## config.mk

```make
export PLATFORM = sky130hd
export DESIGN_NAME = load_store_unit
export DESIGN_NICKNAME = d
export VERILOG_FILES = /design/src/rtl/riscv_mem_pkg.sv /design/src/rtl/load_extend.sv /design/src/rtl/load_store_unit.sv
export SDC_FILE = /design/constraint.sdc
export NUM_CORES = 1
export LEC_CHECK = 0
export ABC_AREA = 0
export CAP_MARGIN = 20
export CORE_MARGIN = 2
export CORE_UTILIZATION = 47
export DETAILED_ROUTE_END_ITERATION = 16
export GPL_TIMING_DRIVEN = 0
export PLACE_DENSITY = 0.9
export SLEW_MARGIN = 20
export SYNTH_ARGS = -nofsm -noshare
export SYNTH_HDL_FRONTEND = slang
export SYNTH_HIERARCHICAL = 1
export SYNTH_SLANG_ARGS = --single-unit
```

## constraint.sdc

```tcl
create_clock -name clk -period 2.4 [get_ports clk]
set_input_delay 0.36 -clock clk [delete_from_list [all_inputs] [get_ports clk]]
set_output_delay 0.36 -clock clk [all_outputs]
set_load 0.02 [all_outputs]
```

## src/rtl/riscv_mem_pkg.sv

```systemverilog
`default_nettype none
// +----------------------------------------------------------------------------+
// | Package : riscv_mem_pkg                                                    |
// | Brief   : RV32I load/store funct3 codes, LSU state type and lane helpers.  |
// | Revision: 1.0 - initial release                                            |
// +----------------------------------------------------------------------------+
package riscv_mem_pkg;

  localparam logic [2:0] F3_LB  = 3'd0;
  localparam logic [2:0] F3_LH  = 3'd1;
  localparam logic [2:0] F3_LW  = 3'd2;
  localparam logic [2:0] F3_LBU = 3'd4;
  localparam logic [2:0] F3_LHU = 3'd5;
  localparam logic [2:0] F3_SB  = 3'd0;
  localparam logic [2:0] F3_SH  = 3'd1;
  localparam logic [2:0] F3_SW  = 3'd2;

  typedef enum logic [0:0] {
    ST_IDLE   = 1'b0,
    ST_RMW_WR = 1'b1
  } lsu_state_t;

  // Unsigned-load codes have no store counterpart, so they are errors on a store.
  function automatic logic access_err(input logic we, input logic [2:0] f3,
                                      input logic [1:0] lane);
    logic err;
    case (f3)
      F3_LB:   err = 1'b0;
      F3_LH:   err = lane[0];
      F3_LW:   err = |lane;
      F3_LBU:  err = we;
      F3_LHU:  err = we | lane[0];
      default: err = 1'b1;
    endcase
    return err;
  endfunction

  function automatic logic [31:0] merge_store(input logic [31:0] old_word,
                                              input logic [31:0] wdata,
                                              input logic [1:0]  lane,
                                              input logic        is_half);
    logic [31:0] mask;
    mask = is_half ? 32'h0000_FFFF : 32'h0000_00FF;
    mask = mask << {lane, 3'b000};
    return (old_word & ~mask) | ((wdata << {lane, 3'b000}) & mask);
  endfunction

endpackage
`default_nettype wire

```

## src/rtl/load_extend.sv

```systemverilog
`default_nettype none
// +----------------------------------------------------------------------------+
// | Module  : load_extend                                                      |
// | Brief   : Selects the addressed byte/half of a word and sign/zero extends. |
// | Revision: 1.0 - initial release                                            |
// +----------------------------------------------------------------------------+
module load_extend
  import riscv_mem_pkg::*;
#(
  parameter int WIDTH = 32
) (
  input  logic [WIDTH-1:0] i_word,
  input  logic [1:0]       i_lane,
  input  logic [2:0]       i_funct3,
  output logic [WIDTH-1:0] o_data
);

  logic [WIDTH-1:0] w_shifted;

  assign w_shifted = i_word >> {i_lane, 3'b000};

  always_comb begin
    o_data = '0;
    case (i_funct3)
      F3_LB:   o_data = {{(WIDTH-8){w_shifted[7]}}, w_shifted[7:0]};
      F3_LH:   o_data = {{(WIDTH-16){w_shifted[15]}}, w_shifted[15:0]};
      F3_LW:   o_data = i_word;
      F3_LBU:  o_data = {{(WIDTH-8){1'b0}}, w_shifted[7:0]};
      F3_LHU:  o_data = {{(WIDTH-16){1'b0}}, w_shifted[15:0]};
      default: o_data = '0;
    endcase
  end

endmodule
`default_nettype wire

```

## src/rtl/load_store_unit.sv

```systemverilog
`default_nettype none
// +----------------------------------------------------------------------------+
// | Module  : load_store_unit                                                  |
// | Brief   : MEM-stage LSU for a word-only memory; sub-word stores use RMW.   |
// | Revision: 1.0 - initial release                                            |
// +----------------------------------------------------------------------------+
module load_store_unit
  import riscv_mem_pkg::*;
#(
  parameter int WIDTH = 32,
  parameter int IDX_W = 8
) (
  input  logic             clk,
  input  logic             rst_i,
  input  logic             req_valid,
  output logic             req_ready,
  input  logic             req_we,
  input  logic [2:0]       req_funct3,
  input  logic [WIDTH-1:0] req_addr,
  input  logic [WIDTH-1:0] req_wdata,
  input  logic [4:0]       req_rd,
  output logic [WIDTH-1:0] mem_addr,
  output logic [WIDTH-1:0] mem_wd,
  output logic             mem_we,
  input  logic [WIDTH-1:0] mem_rd,
  output logic             rsp_valid,
  output logic [WIDTH-1:0] rsp_rdata,
  output logic [4:0]       rsp_rd,
  output logic             rsp_err
);

  lsu_state_t       r_state;
  lsu_state_t       w_state_next;
  logic [IDX_W-1:0] r_idx;
  logic [IDX_W-1:0] w_idx;
  logic [WIDTH-1:0] r_merged;
  logic [WIDTH-1:0] w_merged;
  logic [WIDTH-1:0] w_load_data;
  logic             w_accept;
  logic             w_err;
  logic             w_is_load;
  logic             w_is_sw;
  logic             w_is_sub;
  logic             w_unused;

  // Upper address bits fall outside the memory and simply wrap.
  assign w_idx     = req_addr[IDX_W+1:2];
  assign w_unused  = &{1'b0, req_addr[WIDTH-1:IDX_W+2]};

  assign req_ready = (r_state == ST_IDLE);
  assign w_accept  = req_valid & req_ready;
  assign w_err     = access_err(req_we, req_funct3, req_addr[1:0]);
  assign w_is_load = w_accept & ~req_we & ~w_err;
  assign w_is_sw   = w_accept & req_we & ~w_err & (req_funct3 == F3_SW);
  assign w_is_sub  = w_accept & req_we & ~w_err & (req_funct3 != F3_SW);
  assign w_merged  = merge_store(mem_rd, req_wdata, req_addr[1:0], req_funct3 == F3_SH);

  load_extend #(
    .WIDTH(WIDTH)
  ) u_load_extend (
    .i_word  (mem_rd),
    .i_lane  (req_addr[1:0]),
    .i_funct3(req_funct3),
    .o_data  (w_load_data)
  );

  always_comb begin
    w_state_next = r_state;
    mem_we       = 1'b0;
    mem_wd       = req_wdata;
    mem_addr     = {{(WIDTH-IDX_W){1'b0}}, w_idx};
    case (r_state)
      ST_IDLE: begin
        mem_we = w_is_sw;
        if (w_is_sub) w_state_next = ST_RMW_WR;
      end
      ST_RMW_WR: begin
        mem_we       = 1'b1;
        mem_wd       = r_merged;
        mem_addr     = {{(WIDTH-IDX_W){1'b0}}, r_idx};
        w_state_next = ST_IDLE;
      end
    endcase
  end

  always_ff @(posedge clk or negedge rst_i) begin
    if (!rst_i) begin
      r_state   <= ST_IDLE;
      r_idx     <= '0;
      r_merged  <= '0;
      rsp_valid <= 1'b0;
      rsp_rdata <= '0;
      rsp_rd    <= '0;
      rsp_err   <= 1'b0;
    end else begin
      r_state   <= w_state_next;
      rsp_valid <= w_accept & (w_err | ~req_we);
      rsp_err   <= w_accept & w_err;
      rsp_rdata <= w_is_load ? w_load_data : '0;
      rsp_rd    <= (w_accept & ~req_we) ? req_rd : '0;
      if (w_is_sub) begin
        r_idx    <= w_idx;
        r_merged <= w_merged;
      end
    end
  end

endmodule
`default_nettype wire

```

==> results.md, run 1 <==
* Result of the run: finished, final reports clean
* Proportion of layout cells with a drive suffix above 1 at 19.7%
* Antenna Diode Count at 0
* Static Leakage at 3.11 nW
* Cts bufs inserted at 9
* Die extent in x at 107 um
* Final critical path time including I/O delays and setup at 2.35 ns
* Maximum number of pins on one net before global-route repair at 60
* Full die area at 0.0115 mm^2
* Worst setup path class: flop to output port
* Most common cell in the netlist: dfrtp_1
* Global-route wire length before repair at 26200 um
* Max-slew headroom at the worst pin at 50.2%
* Worst endpoint data arrival time at 1.99 ns
* Vias after detailed routing at 4730
* Worst-skew pair later-pin latency at 0.38 ns
* Maximum clock path buffer count at 2
* # Post-CTS Setup Buffers at 0
* Largest cells by area after synthesis: dfrtp_1 (40%), mux2_2 (11%), and2_1 (4.6%), buf_4 (3.9%), o21ai_0 (3.8%)
* Growth of design area from synthesis to finish at 43.9%
* Setup TNS after final layout at 0 ns
* Sequential cell area fraction in the yosys report at 40.1%
* First-pass DRT Iterations at 6
* Largest fanout of any net on the critical path at 10
* Startpoint type of the worst setup path: flop
* DRC viols at 0
* Final critical-path setup slack at 0.0516 ns
* Async SR Flop Fraction at 100%
* Ratio of final minimum period to clock period at 97.9%
* Fin util at 69.7%
* Count of final setup violators at 0
* Rows at 37
* Endpoints failing hold at 0
* Clock sink count at 80
* Starting density of the core at 48.4%
* Final wirelength at 17000 um
* Number of synthesis warnings at 6
* Main flop type after synthesis: dfrtp_1
* Number of register bits inferred by synthesis at 80
* Highest ir drop seen on vdd at 294 uV
* Number of flops mapped to enable cells by yosys at 0
* I/O Buffers at 165
* CTS tree: done
* Total standard cell area after synthesis at 0.00500 mm^2
* Cell at the root of the clock tree: clkbuf_8
* Distinct cells, synth at 46
* Endpoint required time on the critical path at 2.04 ns
* Core region area at 0.0103 mm^2
* DR iter-0 viols at 386
* Post-placement setup slack at -0.474 ns
* Initial antenna violation count at 0
* Y dimension of the die at 107 um
* Hold Crit Class: input pin to asynchronous set/reset pin
* Maximum level of the CTS H-tree at 3
* Max cap viols at 0
* Antenna viol nets, final at 0
* Fraction of synthesized cell area taken by the top area cell type at 40.1%
* Post-detailed-placement half-perimeter wirelength at 13100 um
* Final #Nets at 798
* Gate count after technology mapping at 490
* Endpoint type of the worst setup path: output port
* Number of primary I/O pins at 213
* Power density of the placed cells at 532 mW/mm^2
* FMAX at 426 MHz
* Worst clock skew at 0.00707 ns
* Avg WL per Cell at 20.4 um
* Overflow left after global routing at 0
* Final GP Congestion at 0.964
* Synth area leader: dfrtp_1
* Clock-pin slew of the registers on the worst-case setup and hold paths at 0.09 ns
* Total power at 3.83 mW
* Total routing resource utilization after global routing at 30.1%
* Tightest Pin Transition at 0.747 ns
* Most numerous cell types in the synthesized netlist: dfrtp_1 (80), mux2_2 (50), o21ai_0 (38)
* Mean post-synth cell area at 10.2 um^2
* Number of pins with negative max-slew slack in the final report at 0
* RSZ-0062 raised after global routing: false
* Via count of the first global-routing pass at 4725
* Vias per cell at 5.69
## cells in the final DEF (no fill, tap or decap), drive strengths merged, types with 3 or more instances in the layout
master	count
mux2	57
a211oi	8
clkdlybuf4s50	156
clkinvlp	3
nor2b	7
nor2	12
a211o	8
dfrtp	80
a22o	5
nor3b	11
o31ai	24
and2	38
mux2i	14
dlygate4sd2	4
o311ai	4
nand2b	4
nand2	25
buf	53
mux4	5
a22oi	4
o21ai	58
clkbuf	25
inv	6
nor3	9
nand3b	7
a32o	4
a21oi	20
dlymetal6s2s	4
conb	24
## final timing paths
check,from,to,slack [ns],cells past startpoint
max in group asynchronous,rst_i,r_state,1.41,3
min,rst_i,rsp_rdata[21],0.40,2
min in group clk,req_addr[0],rsp_err,0.44,4
max reg2reg,r_state,rsp_rdata[5],0.58,4
min reg2reg,r_idx[4],r_idx[4],0.52,1
max,r_state,mem_addr[2],0.05,3
## repair_timing
action | CTS | global route
endpoints found under the hold margin | 21 | 0
resized for setup | 13 | 6
hold buffers | 1 | 0
setup endpoints to repair | 41 | 37
## power by group
group / switching (mW) / internal (mW) / total, mW
Clock: 0.553 / 0.617 / 1.17
Combinational: 0.526 / 0.516 / 1.04
Sequential: 0.0978 / 1.52 / 1.62
## cell type report
cell class,instances,area (um^2)
buffer,66,442
multi-input combinational,361,2640
inverter,5,18.8
tap,136,170
timing repair buffer,167,1690
sequential,80,2000
clock buffer,10,138
fill,797,3130
clock inverter,6,91.3
## metrics by stage
step	cell area (um^2)	std cells	hold slack, ns
after CTS	7180	831	0.419
final	7190	831	0.396
after detailed placement	6930	815	0.274
after global placement	6910	814	0.482
after global routing	7190	831	0.420
after floorplan	5080	513	0.0644
## worst max-delay path, cell delays in order (launching register included)
cell,delay [ns]
dfrtp_2,0.43
clkbuf_4,0.26
mux2_2,0.36
clkdlybuf4s50_1,0.55
## cells by family after synthesis
| family | count (synthesis) | synth area share, % |
|---|---|---|
| buffers and inverters | 72 | 8.86 |
| AOI/OAI and AO/OA | 139 | 18.1 |
| DFF | 80 | 40.1 |
| muxes | 76 | 18.5 |
| other | 1 | 0.0750 |
| and+or+nand+nor | 122 | 14.4 |
## flip-flops by register name, summed over array words and instances, names as in the netlist
signal,count
r_merged,32
rsp_rdata,32
r_idx,8
rsp_rd,5
r_state,1
rsp_err,1
rsp_valid,1
## metal layers
metal  track usage [%]  part of all wire [%]  vias up
met5                 0                     0        -
met4              11.8                   2.9        0
met3              5.47                   7.2       38
met2              49.4                    49      270
met1              39.6                    41     2284
li1                  -                     -     2138
No activity file was read; power rests on OpenSTA's default activity.
==> run 2: changes to the inputs <==
--- a/config.mk
+++ b/config.mk
@@ -8,10 +8,11 @@
 export ABC_AREA = 0
 export CAP_MARGIN = 20
 export CORE_MARGIN = 2
-export CORE_UTILIZATION = 47
+export CORE_UTILIZATION = 25
+export CTS_CLUSTER_SIZE = 30
 export DETAILED_ROUTE_END_ITERATION = 16
 export GPL_TIMING_DRIVEN = 0
-export PLACE_DENSITY = 0.9
+export PLACE_DENSITY = 0.54
 export SLEW_MARGIN = 20
 export SYNTH_ARGS = -nofsm -noshare
 export SYNTH_HDL_FRONTEND = slang
==> results.md, run 2 (synthesized netlist as in run 1, its figures left out) <==
* Result of the run: finished, final reports clean
* Maximum number of pins on one net before global-route repair at 43
* Startpoint type of the worst setup path: flop
* DRC viols at 0
* Final #Nets at 798
* Combinational cell fraction of total power at 24.8%
* Final critical-path setup slack at 0.0785 ns
* Number of inserted filler cells in the final layout at 1986
* Fin util at 38.1%
* Number of pins with negative max-slew slack in the final report at 0
* DR iter-0 viols at 280
* Part of the total power dissipated in the clock network at 36.4%
* Count of final setup violators at 0
* Cell chain of the critical path: clkbuf_4 -> mux2_2 -> clkdlybuf4s50_1
* Overflow left after global routing at 0
* Flop2flop setup slack at 0.44 ns
* Final critical path time including I/O delays and setup at 2.32 ns
* Internal Dissipation at 2.98 mW
* Avg WL per Cell at 19.3 um
* Clock sink count at 80
* RSZ-0062 raised after global routing: false
* Total routing resource utilization after global routing at 17.4%
* First-pass DRT Iterations at 4
* Worst endpoint data arrival time at 1.96 ns
* FMAX at 431 MHz
* Commonest non-fill, non-tap cell in the layout: clkdlybuf4s50_1
* Hold Path Cell Cnt at 4
* Core region area at 0.0195 mm^2
* Family with the most delay on the worst path: buffers and inverters
* Growth of design area from synthesis to finish at 48.9%
* Static Leakage at 3.12 nW
* Capturing point of the worst reg2reg path: rsp_rdata[16]
* Worst Hold Slack at 0.498 ns
* CTS tree: done
* Endpoints failing hold at 0
* Worst setup path class: flop to output port
* Buffers and inverters on the worst path at 2
* Commonest cells after routing, fill and taps aside: clkdlybuf4s50_1 (160), dfrtp_1 (79), mux2_2 (50), o21ai_0 (38), and2_1 (37)
* Antenna viol nets, final at 0
* Net switching fraction of the power at 28.7%
* Max-slew headroom at the worst pin at 53.2%
* Rows at 51
* Power density of the placed cells at 562 mW/mm^2
* Post-detailed-placement half-perimeter wirelength at 14500 um
* Clock-pin slew of the registers on the worst-case setup and hold paths at 0.06 ns
* Hold Crit Endpoint: rsp_err
* Peak per-stage delay on the critical path at 0.54 ns
* Largest fanout of any net on the critical path at 10
* Die extent in x at 145 um
* Final wirelength at 18500 um
* Max cap viols at 0
* Endpoint type of the worst setup path: output port
* Hold Path Origin: req_addr[0]
* Antenna Diode Count at 0
* Global-route wire length before repair at 28200 um
* Setup TNS after final layout at 0 ns
* Initial antenna violation count at 0
* Slowest CP cell: clkdlybuf4s50_1
* Vias after detailed routing at 4524
* Part of the power in registers at 38.7%
* Proportion of layout cells with a drive suffix above 1 at 19.9%
* I/O Buffers at 165
* Switching power of the nets at 1.20 mW
* Final GP Congestion at 0.876
* Total power at 4.18 mW
* Cts bufs inserted at 9
* Launch point of the worst reg-to-reg path: r_state
* # Post-CTS Setup Buffers at 0
* Endpoint required time on the critical path at 2.04 ns
* Full die area at 0.0211 mm^2
* Number of primary I/O pins at 213
* Highest ir drop seen on vdd at 279 uV
* Tightest Pin Transition at 0.701 ns
* Maximum clock path buffer count at 2
* Maximum level of the CTS H-tree at 3
* Worst-skew pair later-pin latency at 0.35 ns
* Cell at the root of the clock tree: clkbuf_16
* Registers with the most flip-flops: r_merged: 32 flops, rsp_rdata: 32 flops, r_idx: 8 flops
* Ratio of final minimum period to clock period at 96.7%
* Post-placement setup slack at -0.554 ns
* Hold Crit Class: input pin to flop
* Depth of the worst register-to-register path at 4
* Via count of the first global-routing pass at 4631
* Starting density of the core at 25.6%
* Vias per cell at 4.71
* Y dimension of the die at 145 um
* Worst clock skew at 0.00931 ns
-- run 2: worst max path at each step --
stage	start	slack [ns]	cells past startpoint	to
6_report	r_state	0.08	3	mem_wd[14]
5_1_grt	r_state	0.004	3	mem_wd[15]
2_1_floorplan	req_addr[0]	0.53	3	mem_we
3_5_place_dp	req_funct3[2]	-0.55	4	mem_we
3_3_place_gp	rst_i	-1.95	1	rsp_rdata[23]
4_1_cts	r_state	0.02	3	mem_wd[11]
-- run 2: power by group through the flow --
stage | registers, mW | clock network [mW] | logic [mW]
detailed placement | 1.64 | 0 | 1.04
CTS | 1.62 | 1.58 | 1.04
global route | 1.64 | 1.63 | 1.12
floorplan | 1.61 | 0 | 0.572
finish | 1.62 | 1.52 | 1.04
global placement | 1.64 | 0 | 1.02
-- run 2: stage by stage --
| step | instance area [um^2] | instances |
|---|---|---|
| after floorplan | 5080 | 513 |
| after global placement | 7070 | 943 |
| after detailed placement | 7080 | 944 |
| after CTS | 7440 | 960 |
| after global routing | 7440 | 960 |
| final | 7440 | 960 |
-- run 2: cell type report --
class                      count  area, um^2  share of cell area [%]
buffer                        66         442                    5.94
clock buffer                  10         239                    3.21
clock inverter                 6        92.6                    1.24
inverter                       5        18.8                   0.252
multi-input combinational    361        2640                    35.5
sequential                    80        2000                    26.9
tap                          265         332                    4.46
timing repair buffer         167        1670                    22.5
-- run 2: what timing repair did --
action,CTS,global route
setup endpoints to repair,41,13
endpoints found under the hold margin,13,0
resized for setup,13,6
hold buffers,1,0
-- run 2: worst register-to-register path: cells and delay by family, from the launching register on --
family | cells | cell delay, ns
AO/OA/AOI/OAI | 1 | 0.47
buffers and inverters | 1 | 0.27
AND/OR/NAND/NOR | 2 | 0.69
flip-flops | 1 | 0.46
-- run 2: metal layers --
layer	wire length (um)	global-route usage [%]	vias up
met3	1110	3.51	17
met4	278	5.20	0
met2	8850	28.5	170
met1	8290	23.3	2206
li1	-	-	2131
met5	0	0	-
==> variant 1: new RTL, settings of run 2 <==
`rsp_rdata` no longer has a reset.
--- a/src/rtl/load_store_unit.sv
+++ b/src/rtl/load_store_unit.sv
@@ -89,14 +89,12 @@
       r_idx     <= '0;
       r_merged  <= '0;
       rsp_valid <= 1'b0;
-      rsp_rdata <= '0;
       rsp_rd    <= '0;
       rsp_err   <= 1'b0;
     end else begin
       r_state   <= w_state_next;
       rsp_valid <= w_accept & (w_err | ~req_we);
       rsp_err   <= w_accept & w_err;
-      rsp_rdata <= w_is_load ? w_load_data : '0;
       rsp_rd    <= (w_accept & ~req_we) ? req_rd : '0;
       if (w_is_sub) begin
         r_idx    <= w_idx;
@@ -105,6 +103,10 @@
     end
   end
 
+  always_ff @(posedge clk) begin
+    rsp_rdata <= w_is_load ? w_load_data : '0;
+  end
+
 endmodule
 `default_nettype wire
 
Formal check against the unedited RTL: not equivalent (a bounded check fails within 4 cycles, from zero or initial values and one cycle with rst_i low).
==> variant 1 against run 2 <==
- design area is 5.9% lower
- total power down 7.1%
- setup slack improved by 0.028 ns
- critical path depth increased by 1
- sequential share of layout area down 0.61 points
- wire length down 10%
- first-iteration DRC count down 21%
- sequential cell count is the same
- synthesized cell count shrank 6.7%
- register-to-register slack better by 0.06 ns
- largest power group unchanged
- area after synthesis fell by 8.0%
==> variant 1: results (changes against run 2) <==
Placed design
  – Port-buffer cells: 165 (unchanged)
  – Global placement routability congestion: 0.8723 (was 0.8761)
  – Placed Cells: 874 (was 944)
  – DP Wirelength: 13,140 um (was 14,490 um)

Drt
  – Detailed Route Iter0 Violations: 221 (was 280)
  – Vias: 4,158 (was 4,524)
  – Via density: 4.672 (was 4.713)
  – DRT Wirelength: 16,590 um (was 18,530 um)
  – TritonRoute pass-1 iters: 5 (was 4)

CTS
  – Clock edge transition at the registers on the reported setup and hold paths: 0.06 ns (about the same)
  – Clock latency on the worst-skew pair: 0.35 ns (about the same)
  – Root buf cell: clkbuf_16 (unchanged)
  – Bufs on Longest Clock Path: 2 (unchanged)
  – CTS H-Tree Depth: 3 (unchanged)
  – CTS buffer count: 9 (unchanged)

Worst setup path
  – Critical Path AT: 1.93 ns (was 1.96 ns)
  – Reg2reg setup slack: 0.50 ns (was 0.44 ns)
  – CP top delay family: buffers and inverters (unchanged)
  – Worst-path fanout max: 10 (unchanged)
  – Reg-to-reg startpoint: r_state (unchanged)
  – CP max stage cell: clkdlybuf4s50_1 (unchanged)
  – RR Endpoint: rsp_rdata[23] (was rsp_rdata[16])
  – Reg2reg path depth: 6 (was 4)
  – Crit-path max cell delay: 0.53 ns

Logic synthesis
  – Commonest cells in the netlist: 57 x mux2_2, 55 x nand2_1, 48 x dfrtp_1, 38 x and2_1, 32 x dfxtp_1 (was 80 x dfrtp_1, 50 x mux2_2, 38 x o21ai_0, 37 x and2_1, 26 x buf_4)
  – Sequential share of the synthesized area: 40.07% (was 40.06%)
  – Prevailing post-synth register cell: dfrtp_1 (unchanged)
  – Synth top area cells: dfrtp_1 26%, mux2_2 14%, dfxtp_1 14%, mux2i_1 6.5%, and2_1 5.2% (was dfrtp_1 40%, mux2_2 11%, and2_1 4.6%, buf_4 3.9%, o21ai_0 3.8%)
  – Distinct cells, synth: 47 (was 46)
  – Yosys warns: 6 (unchanged)
  – Top cell type's share of synthesized area: 26.13% (was 40.06%)
  – Mapped Avg Cell Area: 10.06 um^2 (was 10.20 um^2)
  – Post-synth ARST share: 60.00% (was 100.0%)

Cells and area
  – # diodes: 0 (unchanged)
  – FILL cells: 1,829 (was 1,986)
  – Largest registers: r_merged (32), rsp_rdata (32), r_idx (8) (unchanged)
  – Share of layout cells above drive strength 1: 19.97% (was 19.86%)
  – Final #Nets: 764 (was 798)

STA
  – Clock skew: 0.01168 ns (was 0.009309 ns)
  – Worst slew margin: 53.03% (was 53.21%)

Hold path
  – Hold Path Class: input port to asynchronous set/reset pin (was input port to flop)

GRT
  – Vias in the first global route: 4,356 (was 4,631)
  – First-pass GRT wire length: 25,120 um (was 28,190 um)
  – Largest net degree at the start of global routing: 49 (was 43)
  – Initial antenna violation count: 0 (unchanged)
  – Total global-route track usage: 16.97% (was 17.39%)

Power
  – VDD IR max: 0.3304 mV (was 0.2787 mV)
  – LEAKAGE: 3.176 nW (was 3.123 nW)

Status
  – Status: complete, no violations (unchanged)
==> variant 1: cell types whose count changed in the layout (fill, tap and decap cells not counted), moves of 17 or more <==
cell and change:
dfxtp_1 +32, clkdlybuf4s50_1 -25, dlymetal6s2s_1 +21, a21oi_1 -17, nand2_1 +30, dfrtp_1 -31
==> variant 1: metrics by stage <==
| step | area, um^2 | setup TNS [ns] | total power, mW | hold slack (ns) | setup slack (ns) |
|---|---|---|---|---|---|
| 4_1_cts | 6924 | -0.1484 | 3.923 | 0.06929 | -0.03071 |
| 5_1_grt | 6998 | 0 | 4.071 | 0.08653 | 0.01808 |
| 3_3_place_gp | 6621 | -26.80 | 2.548 | 0.4591 | -0.5528 |
| 6_report | 6998 | 0 | 3.886 | 0.03725 | 0.1062 |
| 3_5_place_dp | 6619 | -2.208 | 2.571 | 0.4427 | -0.09673 |
| 2_1_floorplan | 4683 | 0 | 2.119 | 0.06441 | 0.8092 |
==> variant 1: logic make-up after synthesis <==
kind of cell | after synthesis | share of synthesized area, %
simple gates | 133 | 15.24
buf+inv | 60 | 7.703
mux | 92 | 23.03
compound gates | 91 | 13.88
other cells | 1 | 0.08158
flops | 80 | 40.07
==> variant 1: area by class of cell <==
type / count / area share, %
Buffer: 56 / 5.292
Clock buffer: 11 / 3.630
Clock inverter: 5 / 0.5543
Inverter: 4 / 0.2146
Multi-Input combinational cell: 340 / 35.67
Sequential cell: 80 / 26.32
Tap cell: 229 / 4.094
Timing Repair Buffer: 165 / 24.23
==> variant 1: timing repair <==
item | CTS | global route
setup buffers | 0 | 0
pin swaps | 1 | 0
hold buffers | 0 | 0
cloned | 0 | 0
resized for setup | 16 | 27
endpoints found under the setup margin | 39 | 34
==> variant 1: worst max path at each step <==
stage,to,start,cells past startpoint,slack [ns]
2_1_floorplan,rsp_rdata[1],req_addr[1],5,0.81
3_3_place_gp,r_merged[13],rst_i,1,-0.55
3_5_place_dp,r_merged[23],req_funct3[1],5,-0.1
4_1_cts,mem_wd[21],r_state,4,-0.03
5_1_grt,mem_wd[23],r_state,4,0.02
6_report,mem_wd[23],r_state,4,0.11
==> variant 1: where the power goes <==
part           leakage [nW]  internal, mW  total (mW)  switching (mW)
combinational          2.17         0.467       0.933           0.466
clock                 0.137         0.768        1.34           0.577
sequential            0.864          1.51        1.61           0.101
total                  3.18          2.74        3.89            1.14
==> variant 1: layer usage <==
metal,up-vias,part of all wire (%),global-route usage (%)
met5,-,0,0
met4,0,2.0,6.368
met3,23,6.5,3.751
met2,175,47,27.17
met1,1978,44,22.51
li1,1982,-,-
==> variant 2: new RTL, flow settings as in run 2 <==
Made on the original files. The parameter `IDX_W` goes from 8 to 7.
--- a/src/rtl/load_store_unit.sv
+++ b/src/rtl/load_store_unit.sv
@@ -8,7 +8,7 @@
   import riscv_mem_pkg::*;
 #(
   parameter int WIDTH = 32,
-  parameter int IDX_W = 8
+  parameter int IDX_W = 7
 ) (
   input  logic             clk,
   input  logic             rst_i,
Behaviour: not the same (a bounded check fails within 4 cycles, from zero or initial values and one cycle with rst_i low).
==> variant 2 against run 2 <==
- highest routed layer unchanged
- sequential cell count decreased by 1
- total power decreased by 3.2%
- setup slack better by 0.036 ns
- area after synthesis decreased by 0.80%
- critical endpoint is now mem_wd[11]
- core utilization decreased by 0.32 points
- design area decreased by 1.2%
- largest power group unchanged
- non-clock buffer count down 1
- wire length up 0.31%
- die area is 0.78% lower
- critical path depth stayed put
==> variant 2: results (changes against run 2) <==
Cells and area
  – Share of layout cells above drive strength 1: 19.54% (was 19.86%)
  – Largest registers: r_merged (32), rsp_rdata (32), r_idx (7) (was r_merged (32), rsp_rdata (32), r_idx (8))
  – Storage element area: 1978 um^2 (was 2003 um^2)
  – Number of non-clock buffers: 232 (was 233)
  – Comb_multi_in: 360 (was 361)
  – Fraction of area in multi-input gates: 35.63% (was 35.47%)
  – Signal buf overhead: 28.64% (was 28.44%)
  – Layout clock buffers: 12 (was 10)

Logic synthesis
  – #FFs+latches synth: 79 (was 80)
  – Sequential share of the synthesized area: 39.88% (was 40.06%)
  – Commonest cells in the netlist: 79 x dfrtp_1, 48 x mux2_2, 40 x o21ai_0, 37 x and2_1, 27 x buf_4 (was 80 x dfrtp_1, 50 x mux2_2, 38 x o21ai_0, 37 x and2_1, 26 x buf_4)

Power
  – LEAKAGE: 3.088 nW (was 3.123 nW)
  – VDD IR max: 0.2548 mV (was 0.2787 mV)

Drt
  – TritonRoute pass-1 iters: 5 (was 4)
  – DRT Wirelength: 18,590 um (was 18,530 um)
  – Vias: 4,531 (was 4,524)
  – Detailed Route Iter0 Violations: 338 (was 280)

STA
  – Clock skew: 0.007080 ns (was 0.009309 ns)
  – Top achievable clock speed: 437.5 MHz (was 430.8 MHz)

Status
  – Status: complete, no violations (unchanged)

GRT
  – Total global-route track usage: 17.67% (was 17.39%)
  – Vias in the first global route: 4,533 (was 4,631)
  – First-pass GRT wire length: 27,140 um (was 28,190 um)
  – Largest net degree at the start of global routing: 57 (was 43)

Worst setup path
  – Critical Path AT: 1.93 ns (was 1.96 ns)
  – Reg2reg setup slack: 0.56 ns (was 0.44 ns)

Placed design
  – Port-buffer cells: 163 (was 165)
  – Global placement routability congestion: 0.8835 (was 0.8761)
  – DP Wirelength: 14,660 um (was 14,490 um)
  – Post-place setup slack: -0.5074 ns (was -0.5544 ns)
  – Post-DP Area: 7036 um^2 (was 7084 um^2)
## variant 2: per-layer routing
| metal | wire [um] | track usage (%) |
|---|---|---|
| met5 | 0 | 0 |
| met4 | 505 | 7.614 |
| met3 | 1296 | 2.929 |
| met2 | 8598 | 28.05 |
| met1 | 8186 | 23.77 |
## variant 2: cells by family (layout without fill, tap and decap cells)
family          count (synthesis)  in the layout  share of synthesized area (%)
simple gates                  122            122                          14.49
compound gates                139            139                          18.27
flops                          79             79                          39.88
buf+inv                        73            252                          9.086
mux                            74             74                          18.20
other cells                     1             25                        0.07565
## variant 2: path summary, 6_finish.rpt
check                             from       endpoint  cells after the start
max in group asynchronous        rst_i  rsp_rdata[21]                      3
hold / removal                   rst_i       r_idx[0]                      2
setup reg to reg               r_state   rsp_rdata[4]                      4
hold reg to reg            r_merged[6]    r_merged[6]                      2
min in group clk           r_merged[6]    r_merged[6]                      2
setup / recovery               r_state     mem_wd[11]                      3
## variant 2: critical path: stages (launching register included)
cell	delay, ns
dfrtp_2	0.43
buf_4	0.23
mux2_2	0.37
clkdlybuf4s50_1	0.54
## variant 2: stage by stage
stage	util (%)	setup TNS, ns	cells
floorplan	-	0	512
global placement	36.02	-159.28	940
detailed placement	36.15	-9.836	941
CTS	37.79	0	956
global route	37.78	0	956
finish	37.78	0	956
## variant 2: power breakdown
group | internal [mW] | total (mW) | switching [mW]
registers | 1.50 | 1.60 | 0.104
logic | 0.510 | 1.03 | 0.521
clock network | 0.855 | 1.41 | 0.555
total | 2.87 | 4.05 | 1.18
## variant 2: timing repair
item,CTS,global route
gates resized for setup,12,4
buffers inserted,0,0
hold buffers,1,0
setup endpoints to repair,41,23
endpoints found under the hold margin,23,0
